**src/rtl/framebuffer_write_scheduler_pkg.sv**
```systemverilog
// Shared display definitions: pixel colour type, default panel geometry and
// scheduler state encoding.
package framebuffer_write_scheduler_pkg;

  typedef logic [15:0] ILI9341_color_t;

  localparam int DEF_DISPLAY_WIDTH  = 240;
  localparam int DEF_DISPLAY_HEIGHT = 320;

  localparam logic [0:0] ST_IDLE  = 1'b0;
  localparam logic [0:0] ST_CLEAR = 1'b1;

endpackage

```
**src/rtl/color_compress.sv**
```systemverilog
// RGB565 to RGB332 colour reduction: keeps the top bits of each channel.
module color_compress
  import framebuffer_write_scheduler_pkg::*;
(
  input  ILI9341_color_t c,
  output logic [7:0]     rgb332
);

  logic unused_low_bits;

  assign rgb332          = {c[15:13], c[10:8], c[4:3]};
  assign unused_low_bits = ^{c[12:11], c[7:5], c[2:0]};

endmodule

```
**src/rtl/framebuffer_write_scheduler.sv**
```systemverilog
// Arbitrates two pixel-write requesters and a full-screen clear onto a single
// RGB332 framebuffer write port, with one cycle of write latency.
module framebuffer_write_scheduler
  import framebuffer_write_scheduler_pkg::*;
#(
  parameter  int DISPLAY_WIDTH  = DEF_DISPLAY_WIDTH,
  parameter  int DISPLAY_HEIGHT = DEF_DISPLAY_HEIGHT,
  localparam int FB_DEPTH       = DISPLAY_WIDTH * DISPLAY_HEIGHT,
  localparam int FB_AW          = $clog2(FB_DEPTH)
)(
  input  logic             clk,
  input  logic             rst,
  input  logic             a_valid,
  output logic             a_ready,
  input  logic [15:0]      a_x,
  input  logic [15:0]      a_y,
  input  ILI9341_color_t   a_color,
  input  logic             b_valid,
  output logic             b_ready,
  input  logic [15:0]      b_x,
  input  logic [15:0]      b_y,
  input  ILI9341_color_t   b_color,
  input  logic             clear_start,
  input  ILI9341_color_t   clear_color,
  output logic             clear_busy,
  output logic             clear_done,
  output logic             fb_wr_ena,
  output logic [FB_AW-1:0] fb_wr_addr,
  output logic [7:0]       fb_wr_data,
  output logic             oob_drop
);

  localparam logic [FB_AW:0] WIDTH_C = (FB_AW+1)'(DISPLAY_WIDTH);
  localparam logic [FB_AW:0] DEPTH_C = (FB_AW+1)'(FB_DEPTH);
  localparam logic [16:0]    X_LIM   = 17'(DISPLAY_WIDTH);
  localparam logic [16:0]    Y_LIM   = 17'(DISPLAY_HEIGHT);

  logic [0:0]       state;
  logic             prefer_b;
  logic [FB_AW:0]   sweep_cnt;
  logic [7:0]       clr_data;

  logic             a_rdy, b_rdy;
  logic             acc_a, acc_b, accept;
  logic             clear_go;
  logic [15:0]      sel_x, sel_y;
  ILI9341_color_t   sel_color;
  logic [7:0]       sel_rgb;
  logic             oob_req;
  logic [FB_AW:0]   addr_full;
  logic             unused_addr_msb;

  logic             wr_vld_p1;
  logic [FB_AW-1:0] wr_addr_p1;
  logic [7:0]       wr_data_p1;
  logic             oob_p1;
  logic             busy_p1;
  logic             done_p1;

  // Grant: clear wins, otherwise alternate when both requesters compete
  always_comb begin
    a_rdy = 1'b0;
    b_rdy = 1'b0;
    if (!rst && state == ST_IDLE && !clear_start) begin
      if (a_valid && (!b_valid || !prefer_b)) a_rdy = 1'b1;
      else if (b_valid)                       b_rdy = 1'b1;
    end
  end

  assign a_ready  = a_rdy;
  assign b_ready  = b_rdy;
  assign acc_a    = a_valid && a_rdy;
  assign acc_b    = b_valid && b_rdy;
  assign accept   = acc_a || acc_b;
  assign clear_go = state == ST_IDLE && clear_start;

  assign sel_x     = acc_b ? b_x : a_x;
  assign sel_y     = acc_b ? b_y : a_y;
  assign sel_color = clear_go ? clear_color : (acc_b ? b_color : a_color);

  color_compress u_color_compress (
    .c      (sel_color),
    .rgb332 (sel_rgb)
  );

  // Coordinates are checked at full width before the address is narrowed
  assign oob_req         = ({1'b0, sel_x} >= X_LIM) || ({1'b0, sel_y} >= Y_LIM);
  assign addr_full       = (FB_AW+1)'(sel_y) * WIDTH_C + (FB_AW+1)'(sel_x);
  assign unused_addr_msb = addr_full[FB_AW];

  // p1: registered write port, status pulses and control state
  always_ff @(posedge clk) begin
    if (rst) begin
      state      <= ST_IDLE;
      prefer_b   <= 1'b0;
      sweep_cnt  <= '0;
      clr_data   <= '0;
      wr_vld_p1  <= 1'b0;
      wr_addr_p1 <= '0;
      wr_data_p1 <= '0;
      oob_p1     <= 1'b0;
      busy_p1    <= 1'b0;
      done_p1    <= 1'b0;
    end else begin
      wr_vld_p1 <= 1'b0;
      oob_p1    <= 1'b0;
      busy_p1   <= 1'b0;
      done_p1   <= 1'b0;
      case (state)
        ST_IDLE: begin
          if (clear_start) begin
            state      <= ST_CLEAR;
            clr_data   <= sel_rgb;
            sweep_cnt  <= (FB_AW+1)'(1);
            wr_vld_p1  <= 1'b1;
            wr_addr_p1 <= '0;
            wr_data_p1 <= sel_rgb;
            busy_p1    <= 1'b1;
          end else if (accept) begin
            prefer_b <= acc_a;
            if (oob_req) begin
              oob_p1 <= 1'b1;
            end else begin
              wr_vld_p1  <= 1'b1;
              wr_addr_p1 <= addr_full[FB_AW-1:0];
              wr_data_p1 <= sel_rgb;
            end
          end
        end
        ST_CLEAR: begin
          // The sweep stays in CLEAR through its last write so readies stay low
          if (sweep_cnt == DEPTH_C) begin
            state     <= ST_IDLE;
            sweep_cnt <= '0;
            done_p1   <= 1'b1;
          end else begin
            wr_vld_p1  <= 1'b1;
            wr_addr_p1 <= sweep_cnt[FB_AW-1:0];
            wr_data_p1 <= clr_data;
            busy_p1    <= 1'b1;
            sweep_cnt  <= sweep_cnt + (FB_AW+1)'(1);
          end
        end
        default: state <= ST_IDLE;
      endcase
    end
  end

  assign fb_wr_ena  = wr_vld_p1;
  assign fb_wr_addr = wr_addr_p1;
  assign fb_wr_data = wr_data_p1;
  assign oob_drop   = oob_p1;
  assign clear_busy = busy_p1;
  assign clear_done = done_p1;

endmodule
```
**config.mk**
```make
export PLATFORM = sky130hd
export DESIGN_NAME = framebuffer_write_scheduler
export DESIGN_NICKNAME = d
export VERILOG_FILES = /design/src/rtl/framebuffer_write_scheduler_pkg.sv /design/src/rtl/color_compress.sv /design/src/rtl/framebuffer_write_scheduler.sv
export SDC_FILE = /design/constraint.sdc
export NUM_CORES = 1
export LEC_CHECK = 0
export ABC_CLOCK_PERIOD_IN_PS = 7170
export BUFFER_PORTS_ARGS = -buffer_cell sky130_fd_sc_hd__buf_2
export CAP_MARGIN = 20
export CORE_ASPECT_RATIO = 2
export CORE_MARGIN = 2
export CORE_UTILIZATION = 54
export CTS_BUF_LIST = sky130_fd_sc_hd__clkbuf_8
export DETAILED_ROUTE_END_ITERATION = 10
export PLACE_DENSITY = 0.83
export SYNTH_ARGS = -nofsm -noshare
export SYNTH_HDL_FRONTEND = slang
export SYNTH_SLANG_ARGS = --single-unit
```
**constraint.sdc**
```tcl
create_clock -name clk -period 7.17 [get_ports clk]
set_input_delay 1.0755 -clock clk [delete_from_list [all_inputs] [get_ports clk]]
set_output_delay 1.0755 -clock clk [all_outputs]
set_load 0.03 [all_outputs]
```
==> flow_metrics.py <==
metrics = {
    "status": {
        "outcome": "complete, no violations",
    },
    "placement": {
        "gp_congestion": 1.030,
        "hpwl_um": 11000,
        "dp.cells": 773,
        "dpl-instance-area_mm2": 0.005484,
        "io_buffers": 123,
        "pre_cts_ws_ns": 0.6799,
    },
    "synthesis": {
        "synth.avg_cell_area_um2": 8.456,
        "synth_async_sr_flop_share": 0,
        "synthesis.nets": 727,
        "yosysTopAreaCell": "dfxtp_1",
        "ys_ff_latch": 56,
        "synth_edf_count": 0,
        "syn_inst": 563,
        "ys.flop_type": "dfxtp_1",
        "synth_area_leaders": "dfxtp_1 (24%), ha_1 (8.7%), mux2i_1 (7.4%), fa_1 (5.9%), a211oi_2 (5.0%)",
        "yosys_warnings": 0,
        "yosysSeqAreaShare": 0.2355,
        "synth_top_area_frac": 0.2355,
        "synth_cell_types": 60,
        "synth_area_mm2": 0.004761,
    },
    "sta": {
        "report.final.slew_viol_count": 0,
        "hold_viol": 0,
        "setup_viol": 0,
        "min_period_over_period": 0.8596,
        "fin_ws_ns": 1.006,
        "clock_skew_ns": 0.009922,
        "min_period_ns": 6.164,
        "setup-tns-final_ns": 0,
        "rsz0062_at_grt": "no",
        "worst_slew_pin_slew_ns": 0.9342,
        "max_freq_ghz": 0.1622,
        "max_slew_margin": 0.3760,
    },
    "worst_setup_path": {
        "crit_path_start_kind": "input pin",
        "cp.required_ns": 7.36,
        "cp_slowest_stage_delay_ns": 0.50,
        "arrival_ns": 6.35,
        "critPathCaptureType": "flip-flop",
        "rrSetupSlack_ns": 1.68,
        "slowest_stage": "fa_1",
        "crit_path_frequent_cell": "ha_1",
        "crit_chain": "buf_2 -> nor3_4 -> nand3_4 -> mux2i_1 -> inv_1 -> fa_1 -> ha_1 -> xnor2_1 -> ha_1 -> a21o_1 -> a21oi_1 -> o21bai_1 -> a21oi_1 -> o21a_1 -> xnor2_1 -> ha_1 -> and3_1 -> a311o_1 -> xor2_1 -> a22oi_1 -> a211oi_2",
        "cp_top_family": "compound AO/OA/AOI/OAI gates",
        "rr_startpoint": "clear_busy",
        "reg2reg_to": "fb_wr_addr[14]",
        "cp_num_buf_inv": 2,
        "cp_max_fo": 21,
        "r2r_cells": 20,
        "critPathKind": "in -> reg",
    },
    "routing": {
        "drt_first_pass_iters": 6,
        "drtAntennaViolNets": 0,
        "wirelength_um": 13680,
        "vias": 4737,
        "drt_first_iter_violations": 425,
        "drc": 0,
        "vias_per_cell": 6.073,
        "wl_per_cell_um": 17.54,
    },
    "clock_tree": {
        "cts-resized-gates": 0,
        "clockRootBuffer": "clkbuf_8",
        "cts_tree": "built",
        "ctsHoldBuffers": 0,
        "cts_inserted_buffers": 5,
        "cts_setup_buffers": 0,
        "insertion_delay_ns": 0.32,
        "cts_buffer_depth": 2,
        "htree_levels": 2,
        "clock-sinks": 56,
        "path_clk_slew_ns": 0.09,
    },
    "pwr": {
        "peakVddDrop_uv": 160.6,
        "p_leak_nw": 2.643,
        "power_w": 0.001445,
        "power_density_mw_per_mm2": 258.5,
    },
    "final_layout": {
        "nets": 845,
        "finalInstanceArea_mm2": 0.005590,
        "layout-drive-gt1-share": 0.2735,
        "syn_to_final_growth_pct": 17.42,
        "stdcell_count": 780,
        "diodes": 0,
    },
    "hold_path": {
        "min_from": "sweep_cnt[17]",
        "min_to": "sweep_cnt[17]",
        "hp-class": "reg -> reg",
        "min_delay_path_depth": 2,
    },
    "die": {
        "core-area_mm2": 0.008588,
        "rows": 48,
        "start_util": 0.5543,
        "io_pins": 148,
        "die_h_um": 136.8,
        "dieArea_mm2": 0.009629,
        "die_x_um": 70.40,
    },
    "global_routing": {
        "track_usage": 0.2839,
        "grt_pass1_wl_um": 21640,
        "antenna_found_initial": 0,
        "grt_max_degree": 40,
        "grt_pass1_vias": 4695,
        "overflow": 0,
    },
    "flow_run": {
        "cap_violations": 0,
    },
}
-- Yosys cell counts, types with 2 or more instances --
| library cell | number |
|---|---|
| a311oi_1 | 4 |
| nor2b_1 | 5 |
| nor4b_1 | 2 |
| buf_2 | 2 |
| o21ai_0 | 34 |
| a21o_1 | 4 |
| xor2_1 | 11 |
| mux2_2 | 14 |
| a211oi_1 | 4 |
| a21oi_1 | 21 |
| dfxtp_1 | 56 |
| xnor2_1 | 24 |
| nand2_1 | 51 |
| a22o_1 | 4 |
| and3_1 | 6 |
| nor4_1 | 10 |
| a31oi_1 | 4 |
| o211ai_1 | 2 |
| o21a_1 | 3 |
| o21bai_1 | 2 |
| fa_1 | 14 |
| a22oi_1 | 9 |
| nor2_1 | 40 |
| buf_6 | 3 |
| o31ai_1 | 4 |
| inv_1 | 39 |
| clkbuf_1 | 20 |
| and2_1 | 2 |
| mux2i_1 | 35 |
| nor3_1 | 31 |
| o41ai_1 | 4 |
| or4_1 | 3 |
| ha_1 | 33 |
| a211oi_2 | 19 |
| nand3_1 | 14 |
| o22ai_1 | 4 |
| nand2b_1 | 3 |
-- report_power, final --
group / internal, W / leakage, nW / total, W / switching, W
Clock: 0.000100 / 0.0501 / 0.000202 / 0.000101
Sequential: 0.000337 / 0.459 / 0.000352 / 0.0000148
Combinational: 0.000378 / 2.13 / 0.000891 / 0.000513
-- cells in the final DEF, fill, tap and decap left out, drive strengths merged, types with 3 or more instances in the layout --
cell / Yosys / routed
a211oi: 24 / 24
a21o: 4 / 4
a21oi: 21 / 21
a22o: 4 / 4
a22oi: 9 / 9
a311oi: 4 / 4
a31oi: 4 / 4
and2: 3 / 3
and3: 6 / 6
buf: 7 / 138
clkbuf: 20 / 5
dfxtp: 56 / 56
fa: 14 / 14
ha: 33 / 33
inv: 40 / 40
mux2: 15 / 15
mux2i: 35 / 35
nand2: 51 / 51
nand2b: 3 / 3
nand3: 15 / 15
nor2: 40 / 40
nor2b: 5 / 5
nor3: 32 / 32
nor4: 10 / 10
o21a: 3 / 3
o21ai: 34 / 34
o22ai: 4 / 4
o31ai: 4 / 4
o41ai: 4 / 4
or4: 4 / 4
xnor2: 24 / 24
xor2: 11 / 11
-- routing by layer --
metal / global-route usage / routed length (um)
met1: 0.2848 / 4602
met5: 0 / 0
met2: 0.5404 / 7673
met4: 0.1880 / 788
met3: 0.02577 / 616
-- flip-flops by register name, indices dropped and copies added (netlist names) --
register	cells
sweep_cnt	18
fb_wr_addr	17
clr_data	8
fb_wr_data	8
clear_busy	1
clear_done	1
fb_wr_ena	1
oob_drop	1
prefer_b	1
-- area by class of cell --
cell class              count  area (um^2)
clock buffers               5        68.82
well taps                 100        125.1
inverters                  40        150.1
fillers                   729         2998
repair buffers            138        728.2
multi-input cells         440         3367
clock inverters             1        30.03
flip-flops and latches     56         1121
-- per-stage QoR --
stage	hold WS, ns	utilization
after floorplan	0.4596	-
after global placement	0.4742	0.6385
after detailed placement	0.4907	0.6385
after CTS	0.5060	0.6501
after global routing	0.5437	0.6509
final	0.5066	0.6509
-- how the worst max path moves through the flow --
| stage | from | endpoint | slack, ns | cells after the start |
|---|---|---|---|---|
| finish | clear_start | fb_wr_addr[14] | 1.01 | 21 |
| global route | clear_start | fb_wr_addr[16] | 0.65 | 22 |
| CTS | clear_start | fb_wr_addr[16] | 1.01 | 22 |
| detailed placement | clear_start | fb_wr_addr[16] | 0.68 | 22 |
| global placement | clear_start | fb_wr_addr[14] | 0.84 | 21 |
| floorplan | a_valid | fb_wr_addr[16] | 0.78 | 24 |
-- worst register-to-register path, cell delays in order (launching register included) --
cell and delay (ns):
dfxtp_1 0.35, nor3_4 0.27, nand3_4 0.16, mux2i_1 0.36
inv_1 0.16, fa_1 0.50, ha_1 0.34, xnor2_1 0.27
ha_1 0.28, a21o_1 0.15, a21oi_1 0.28, o21bai_1 0.10
a21oi_1 0.24, o21a_1 0.24, xnor2_1 0.14, ha_1 0.31
and3_1 0.17, a311o_1 0.37, xor2_1 0.17, a22oi_1 0.38
a211oi_2 0.12
-- kinds of logic (layout without fill, tap and decap cells) --
| family | after synthesis | after routing | share of synthesized area |
|---|---|---|---|
| compound gates | 130 | 130 | 0.2021 |
| fa+ha+maj | 48 | 48 | 0.1477 |
| buf+inv | 67 | 184 | 0.05887 |
| mux | 50 | 50 | 0.1099 |
| xor+xnor | 35 | 35 | 0.06439 |
| flops | 56 | 56 | 0.2355 |
| simple gates | 177 | 177 | 0.1816 |
Power figures use the tool's default switching activity.
